[src/rtl/la_spregfile_port.sv]
// Requester-side adapter between a valid/ready request stream and a la_spregfile macro.
// Optional power-up zeroing sweep is compiled in with LA_SPREGFILE_INIT_EN.
module la_spregfile_port #(
  parameter int DW    = 32,
  parameter int AW    = 10,
  parameter int DEPTH = 4
) (
  input  logic          clk,
  input  logic          reset,
  input  logic          req_valid,
  output logic          req_ready,
  input  logic          req_we,
  input  logic [AW-1:0] req_addr,
  input  logic [DW-1:0] req_wmask,
  input  logic [DW-1:0] req_din,
  output logic          rsp_valid,
  input  logic          rsp_ready,
  output logic [DW-1:0] rsp_data,
  output logic          busy,
  output logic          mem_ce,
  output logic          mem_we,
  output logic [DW-1:0] mem_wmask,
  output logic [AW-1:0] mem_addr,
  output logic [DW-1:0] mem_din,
  input  logic [DW-1:0] mem_dout
);

  localparam int PW = $clog2(DEPTH);
  localparam int CW = $clog2(DEPTH + 1);

  // Handshake: a request transfers on a clock edge where req_valid & req_ready;
  // a response transfers on a clock edge where rsp_valid & rsp_ready.

  logic          run;
  logic          rd_pend;
  logic          rd_issue;
  logic          push;
  logic          pop;
  logic [CW-1:0] count;
  logic [CW:0]   credit;
  logic [PW-1:0] rd_ptr;
  logic [PW-1:0] wr_ptr;
  logic [DW-1:0] fifo_mem [DEPTH];

`ifdef LA_SPREGFILE_INIT_EN
  typedef enum logic {
    ST_INIT = 1'b0,
    ST_RUN  = 1'b1
  } state_t;

  state_t      state;
  state_t      state_next;
  logic [AW:0] sweep_cnt;
  logic [AW:0] sweep_next;

  always_ff @(posedge clk or posedge reset) begin
    if (reset) begin
      state     <= ST_INIT;
      sweep_cnt <= '0;
    end else begin
      state     <= state_next;
      sweep_cnt <= sweep_next;
    end
  end

  // The sweep is done once the counter carries into its MSB.
  always_comb begin
    state_next = state;
    sweep_next = sweep_cnt;
    if (state == ST_INIT) begin
      sweep_next = sweep_cnt + 1'b1;
      if (sweep_next[AW]) begin
        state_next = ST_RUN;
      end
    end
  end

  assign run  = (state == ST_RUN);
  assign busy = (state == ST_INIT);
`else
  assign run  = 1'b1;
  assign busy = 1'b0;
`endif

  // Credits count both stored entries and the read whose data is still in the macro.
  always_comb begin
    credit    = {1'b0, count} + (CW+1)'(rd_pend);
    req_ready = run & ~reset & (credit < (CW+1)'(DEPTH));
    mem_ce    = req_valid & req_ready;
    mem_we    = req_we;
    mem_wmask = req_wmask;
    mem_addr  = req_addr;
    mem_din   = req_din;
`ifdef LA_SPREGFILE_INIT_EN
    if (busy && !reset) begin
      mem_ce    = 1'b1;
      mem_we    = 1'b1;
      mem_wmask = '1;
      mem_addr  = sweep_cnt[AW-1:0];
      mem_din   = '0;
    end
`endif
  end

  assign rd_issue  = req_valid & req_ready & ~req_we;
  assign push      = rd_pend;
  assign rsp_valid = (count != '0);
  assign pop       = rsp_valid & rsp_ready;
  assign rsp_data  = fifo_mem[rd_ptr];

  function automatic logic [PW-1:0] ptr_inc(input logic [PW-1:0] p);
    return (p == PW'(DEPTH - 1)) ? '0 : p + 1'b1;
  endfunction

  always_ff @(posedge clk or posedge reset) begin
    if (reset) begin
      rd_pend <= 1'b0;
    end else begin
      rd_pend <= rd_issue;
    end
  end

  always_ff @(posedge clk or posedge reset) begin
    if (reset) begin
      count  <= '0;
      rd_ptr <= '0;
      wr_ptr <= '0;
    end else begin
      if (push) begin
        wr_ptr <= ptr_inc(wr_ptr);
      end
      if (pop) begin
        rd_ptr <= ptr_inc(rd_ptr);
      end
      case ({push, pop})
        2'b10:   count <= count + 1'b1;
        2'b01:   count <= count - 1'b1;
        default: count <= count;
      endcase
    end
  end

  // Storage carries no reset; validity is tracked by count alone.
  always_ff @(posedge clk) begin
    if (push) begin
      fifo_mem[wr_ptr] <= mem_dout;
    end
  end

endmodule

[config.mk]
export PLATFORM = sky130hd
export DESIGN_NAME = la_spregfile_port
export DESIGN_NICKNAME = d
export VERILOG_FILES = /design/src/rtl/la_spregfile_port.sv
export SDC_FILE = /design/constraint.sdc
export NUM_CORES = 1
export LEC_CHECK = 0
export BUFFER_PORTS_ARGS = -buffer_cell sky130_fd_sc_hd__clkbuf_2
export CELL_PAD_IN_SITES_DETAIL_PLACEMENT = 1
export CELL_PAD_IN_SITES_GLOBAL_PLACEMENT = 1
export CORE_ASPECT_RATIO = 1.25
export CORE_UTILIZATION = 41
export CTS_BUF_LIST = sky130_fd_sc_hd__clkbuf_8
export DETAILED_ROUTE_END_ITERATION = 7
export HOLD_SLACK_MARGIN = 0.06
export PLACE_DENSITY = 0.86
export SYNTH_ARGS = -nofsm -noshare
export SYNTH_HDL_FRONTEND = slang
export SYNTH_SLANG_ARGS = --single-unit
[constraint.sdc]
create_clock -name clk -period 2.6 [get_ports clk]
set_clock_uncertainty 0.15 [all_clocks]
set_input_delay 0.13 -clock clk [delete_from_list [all_inputs] [get_ports clk]]
set_output_delay 0.13 -clock clk [all_outputs]
set_load 0.05 [all_outputs]
==> results of run 1 <==
path summary, 6_finish.rpt:
kind	slack, ps	from	depth (start not counted)	end
setup / recovery	250	rd_ptr[1]$_DFFE_PP0P_	2	rsp_data[9]
hold / removal	110	req_addr[5]	0	mem_addr[5]
setup reg to reg	480	count[0]$_DFFE_PP0P_	9	count[2]$_DFFE_PP0P_
hold reg to reg	430	rd_ptr[0]$_DFFE_PP0P_	1	rd_ptr[0]$_DFFE_PP0P_
max in group asynchronous	1420	reset	4	rd_ptr[0]$_DFFE_PP0P_
min in group asynchronous	620	reset	4	push$_DFF_PP0_
synth_stat cells (3+ instances only):
library cell and n:
and2_1 5, buf_2 3, ha_1 6, mux4_2 28
dfrtp_1 8, buf_12 3, inv_1 8, buf_4 76
mux4_1 4, edfxtp_1 128
power by group through the flow:
stage | clock, mW | combinational [mW] | sequential [mW]
after global routing | 1.83 | 2.52 | 2.75
final | 1.71 | 2.37 | 2.73
after CTS | 1.76 | 2.40 | 2.73
after global placement | 0 | 2.29 | 2.76
after detailed placement | 0 | 2.35 | 2.78
after floorplan | 0 | 2.38 | 2.63
worst max-delay path: stages (launching register included):
cell	delay, ps
dfrtp_2	950
mux4_2	440
clkbuf_2	260
sequential cells by signal (all words and copies together) (netlist names):
signal / flops
rd_ptr: 2
wr_ptr: 2
count: 3
push: 1
fifo_mem: 128
through the flow:
stage	util (%)	setup slack, ps	power (mW)	std cells
6_report	48.5	254	6.81	521
5_1_grt	48.5	145	7.10	521
4_1_cts	48.5	204	6.89	521
3_3_place_gp	42.9	601	5.05	453
3_5_place_dp	42.9	508	5.13	453
2_1_floorplan	-	380	5.00	289
logic make-up after synthesis:
kind of cell	count (synthesis)
buf+inv	92
simple gates	12
fa+ha+maj	7
other cells	1
compound gates	3
xor+xnor	3
flops	136
mux	35
area by class of cell:
class | instances | share of cell area (%)
clock buffers | 17 | 3.59
clock inverters | 14 | 2.42
inverters | 8 | 0.461
multi-input cells | 61 | 15.3
flip-flops and latches | 136 | 62.2
well taps | 171 | 3.29
repair buffers | 114 | 12.8
per-layer routing:
layer | vias up | track usage (%)
li1 | 1130 | -
met1 | 1353 | 17.5
met2 | 98 | 26.4
met3 | 47 | 4.81
met4 | 0 | 9.89
met5 | - | 0
==> impl_metrics.yaml, run 1 <==
yosys:
  avgSynthCellArea_um2: 19.8
  synth_cells: 289
  synth_compound_area_share_pct: 0.437
  synth_top_family_by_area: "multiplexers"
  synthMuxAreaShare_pct: 13.4
  synth_async_sr_flop_share_pct: 5.88
  synth_xor_area_share_pct: 0.459
  ys.warnings.count: 0
  synth_top_area_share_pct: 67.1
  synth_flop_cell: "edfxtp_1"
  synthSimpleGateAreaFrac_pct: 1.27
  synth.area.top_cells: "edfxtp_1, mux4_2, buf_4, dfrtp_1, mux4_1"
  ys_seq_area_share_pct: 70.6
  syn_nets: 407
  yosysTopAreaCell: "edfxtp_1"
  synth-edff-count: 128
  ys_seq_elements: 136
  synth.distinct_cells: 26
  synthesis.area_mm2: 0.00573
  synthAdderAreaFrac_pct: 1.66
sta:
  fmax_mhz: 426
  hold_viol: 0
  drv_slew: 0
  setup_tns_ps: 0
  rsz0062_at_grt: "no"
  slew-limit-headroom_pct: 40.6
  tightest_slew_ps: 890
  setup_violations: 0
  worst_hold_slack_ps: 110
  period_needed_ps: 2350
  final.period_utilization_pct: 90.2
clock_tree:
  clk_pin_slew_ps: 70
  cts_buffers: 17
  postCtsHoldBufs: 37
  clkLatencyLatePin_ps: 410
  cts_buffer_depth: 2
  cts_tree: "yes"
  numClockSinks: 136
  cts_root_buffer: "clkbuf_8"
  cts_setup_buffers: 0
  h-tree-depth: 4
  cts-resized-gates: 0
pwr:
  p_clk_share_pct: 25.1
  power_frac_comb_pct: 34.8
  power_density_mw_per_mm2: 1050
  p_int_mw: 4.27
  seqPwrFrac_pct: 40.1
  leakage_nw: 2.32
  swShare_pct: 37.2
  vdd_drop_max_mv: 0.461
  p_sw_mw: 2.53
floorplanning:
  io_pins: 222
  placementRows: 47
  fp.dieArea_mm2: 0.0144
  core_mm2: 0.0134
  die_w_um: 108
  initial_core_util_pct: 42.7
  die_h_um: 134
critical_path:
  crit_arrival_ps: 2070
  worst-setup-path-type: "flip-flop to output port"
  cp-start-kind: "flip-flop"
  crit_path_end_kind: "output port"
  required_ps: 2320
  crit_path_max_fanout: 34
global_route:
  gr-total-overflow: 0
  antenna_found_initial: 0
  grt_pass1_wl_mm: 16.2
  grt_start_max_net_pins: 35
  grt_pass1_vias: 2988
  grt_usage_pct: 15.8
routing:
  drt_first_pass_iters: 4
  viasPerCell: 5.04
  wirelength_mm: 10.6
  met3_length_um: 543
  maxUsedRoutingLayer: "met4"
  vias: 2628
  met2_wirelength_mm: 5.40
  drtIter0Drc: 69
  m1WireLength_mm: 4.18
  routedWlPerCell_um: 20.3
  route.detailed.drc: 0
  ant_nets: 0
cells_and_area:
  finalNetCount: 456
  mostFrequentLayoutCells: "edfxtp_1, clkbuf_2, dlygate4sd3_1"
  area_delta_synth_final_pct: 13.7
  multi_input_area_um2: 996
  fillCellCount: 1255
  final_common_cell: "edfxtp_1"
  antenna_cells: 0
  final-seq-area_mm2: 0.00405
  stdcell_area_mm2: 0.00651
  drive_above_1_share_pct: 40.3
placed_design:
  port_buffers: 72
  gp_congestion: 0.682
  place_area_mm2: 0.00575
  hpwl_mm: 6.63
worst_hold_path:
  hp-class: "input pin to output port"
run:
  maxCapViolations: 0
outcome:
  status: "finished clean"
No activity file was read; power rests on OpenSTA's default activity.
==> inputs of run 2 (changes only) <==
--- a/config.mk
+++ b/config.mk
@@ -9,11 +9,11 @@
 export CELL_PAD_IN_SITES_DETAIL_PLACEMENT = 1
 export CELL_PAD_IN_SITES_GLOBAL_PLACEMENT = 1
 export CORE_ASPECT_RATIO = 1.25
-export CORE_UTILIZATION = 41
+export CORE_UTILIZATION = 40
 export CTS_BUF_LIST = sky130_fd_sc_hd__clkbuf_8
 export DETAILED_ROUTE_END_ITERATION = 7
 export HOLD_SLACK_MARGIN = 0.06
-export PLACE_DENSITY = 0.86
+export PLACE_DENSITY = 0.84
 export SYNTH_ARGS = -nofsm -noshare
 export SYNTH_HDL_FRONTEND = slang
 export SYNTH_SLANG_ARGS = --single-unit
==> run 2 against run 1 <==
- worst hold slack worse by 27 ps
- sequential share of layout area down 0.38 points
- sequential cell count unchanged
- critical endpoint is now rsp_data[26]
- largest cell class unchanged
- largest power group unchanged
==> impl_metrics.yaml, run 2 (synthesized netlist as in run 1, its figures left out) <==
placed_design:
  hpwl_mm: 8.06
  gp_congestion: 0.700
  port_buffers: 72
  place_area_mm2: 0.00577
worst_hold_path:
  hp-class: "input pin to async pin"
floorplanning:
  fp.dieArea_mm2: 0.0148
  placementRows: 48
  core_mm2: 0.0139
  io_pins: 222
  die_h_um: 136
  die_w_um: 109
  initial_core_util_pct: 41.3
cells_and_area:
  largest_register_ffs: 128
  antenna_cells: 0
  final_common_cell: "edfxtp_1"
  finalNetCount: 460
  area_delta_synth_final_pct: 14.4
  top_register: "fifo_mem"
  mostFrequentLayoutCells: "edfxtp_1, clkbuf_2, dlygate4sd3_1"
  reg_top3: "fifo_mem x128, count x3"
  stdcell_area_mm2: 0.00655
  drive_above_1_share_pct: 41.7
critical_path:
  cp-start-kind: "flip-flop"
  crit_path_max_fanout: 19
  crit_path_end_kind: "output port"
  worst-setup-path-type: "flip-flop to output port"
  crit_arrival_ps: 1980
  required_ps: 2320
clock_tree:
  cts_root_buffer: "clkbuf_8"
  cts_buffer_depth: 2
  h-tree-depth: 4
  cts_tree: "yes"
  clk_pin_slew_ps: 80
  cts_buffers: 17
  clkLatencyLatePin_ps: 420
  numClockSinks: 136
global_route:
  gr-total-overflow: 0
  antenna_found_initial: 0
  grt_pass1_wl_mm: 17.7
  grt_usage_pct: 17.0
  grt_start_max_net_pins: 22
  grt_pass1_vias: 3005
routing:
  routedWlPerCell_um: 22.7
  wirelength_mm: 12.1
  viasPerCell: 4.96
  route.detailed.drc: 0
  vias: 2627
  drt_first_pass_iters: 4
  drtIter0Drc: 94
  ant_nets: 0
run:
  maxCapViolations: 0
pwr:
  p_sw_mw: 2.61
  power_density_mw_per_mm2: 1050
  power_frac_comb_pct: 37.5
  vdd_drop_max_mv: 0.564
  swShare_pct: 38.0
  p_clk_share_pct: 24.2
  seqPwrFrac_pct: 38.3
  p_int_mw: 4.25
  leakage_nw: 2.34
outcome:
  status: "finished clean"
sta:
  setup_violations: 0
  hold_viol: 0
  final.period_utilization_pct: 86.9
  setup_tns_ps: 0
  slew-limit-headroom_pct: 66.1
  rsz0062_at_grt: "no"
  period_needed_ps: 2260
  fmax_mhz: 442
  worst_hold_slack_ps: 83.2
  drv_slew: 0
  tightest_slew_ps: 509
[run 2: cell count changes in the layout (fill, tap and decap cells not counted)]
cell / before / now
bufinv_16: 3 / 2
dlygate4sd3_1: 37 / 36
clkinv_1: 3 / 1
buf_12: 5 / 6
clkinv_4: 2 / 5
buf_4: 0 / 4
dfrtp_1: 6 / 7
dfrtp_4: 0 / 1
clkinvlp_4: 1 / 2
dfrtp_2: 2 / 0
[run 2: layer usage]
layer  track usage [%]  share of wire, %  up-vias
met4              9.53               4.3        0
met1              15.8                32     1327
met2              29.8                54      101
met3              8.23               9.9       56
met5                 0                 0        -
li1                  -                 -     1143
[run 2: area by class of cell]
| class | count | area, µm² |
|---|---|---|
| inverter | 8 | 30.0 |
| sequential | 136 | 4050 |
| tap | 175 | 219 |
| fill | 1281 | 7320 |
| clock buffer | 17 | 234 |
| multi-input combinational | 61 | 996 |
| clock inverter | 15 | 154 |
| timing repair buffer | 118 | 871 |
[run 2: worst paths after layout]
kind                                             from                    end  slack [ps]  cells past startpoint
worst max-delay path            rd_ptr[0]$_DFFE_PP0P_           rsp_data[26]         340                      3
min in group clk                          req_addr[0]            mem_addr[0]         110                      0
max in group asynchronous                       reset  rd_ptr[0]$_DFFE_PP0P_        1940                      3
worst max register to register   count[0]$_DFFE_PP0P_   count[2]$_DFFE_PP0P_         490                      9
worst min register to register   count[2]$_DFFE_PP0P_   count[2]$_DFFE_PP0P_         400                      1
worst min-delay path                            reset         push$_DFF_PP0_          80                      3
[run 2: what timing repair did]
action | 4_1_cts | 5_1_grt
endpoints found under the hold margin | 139 | 0
gates resized for setup | 1 | 0
setup endpoints to repair | 9 | 1
setup buffers | 0 | 3
hold buffers | 36 | 0
[run 2: stage by stage]
stage	total power, mW	utilization, %	setup slack [ps]	cells
after CTS	6.89	47.0	78.7	527
after detailed placement	5.15	41.6	424	459
final	6.86	47.2	340	530
after floorplan	5.00	-	380	289
after global routing	7.15	47.2	240	530
after global placement	5.09	41.6	443	459
[run 2: power by group through the flow]
stage | clock network (mW) | logic (mW) | registers, mW
2_1_floorplan | 0 | 2.38 | 2.63
3_3_place_gp | 0 | 2.38 | 2.71
3_5_place_dp | 0 | 2.43 | 2.73
4_1_cts | 1.70 | 2.49 | 2.69
5_1_grt | 1.78 | 2.72 | 2.64
6_report | 1.66 | 2.58 | 2.63
[run 2: critical path, stage by stage, from the launching register on]
cell	delay (ps)
dfrtp_4	480
buf_12	200
mux4_1	610
clkbuf_2	260
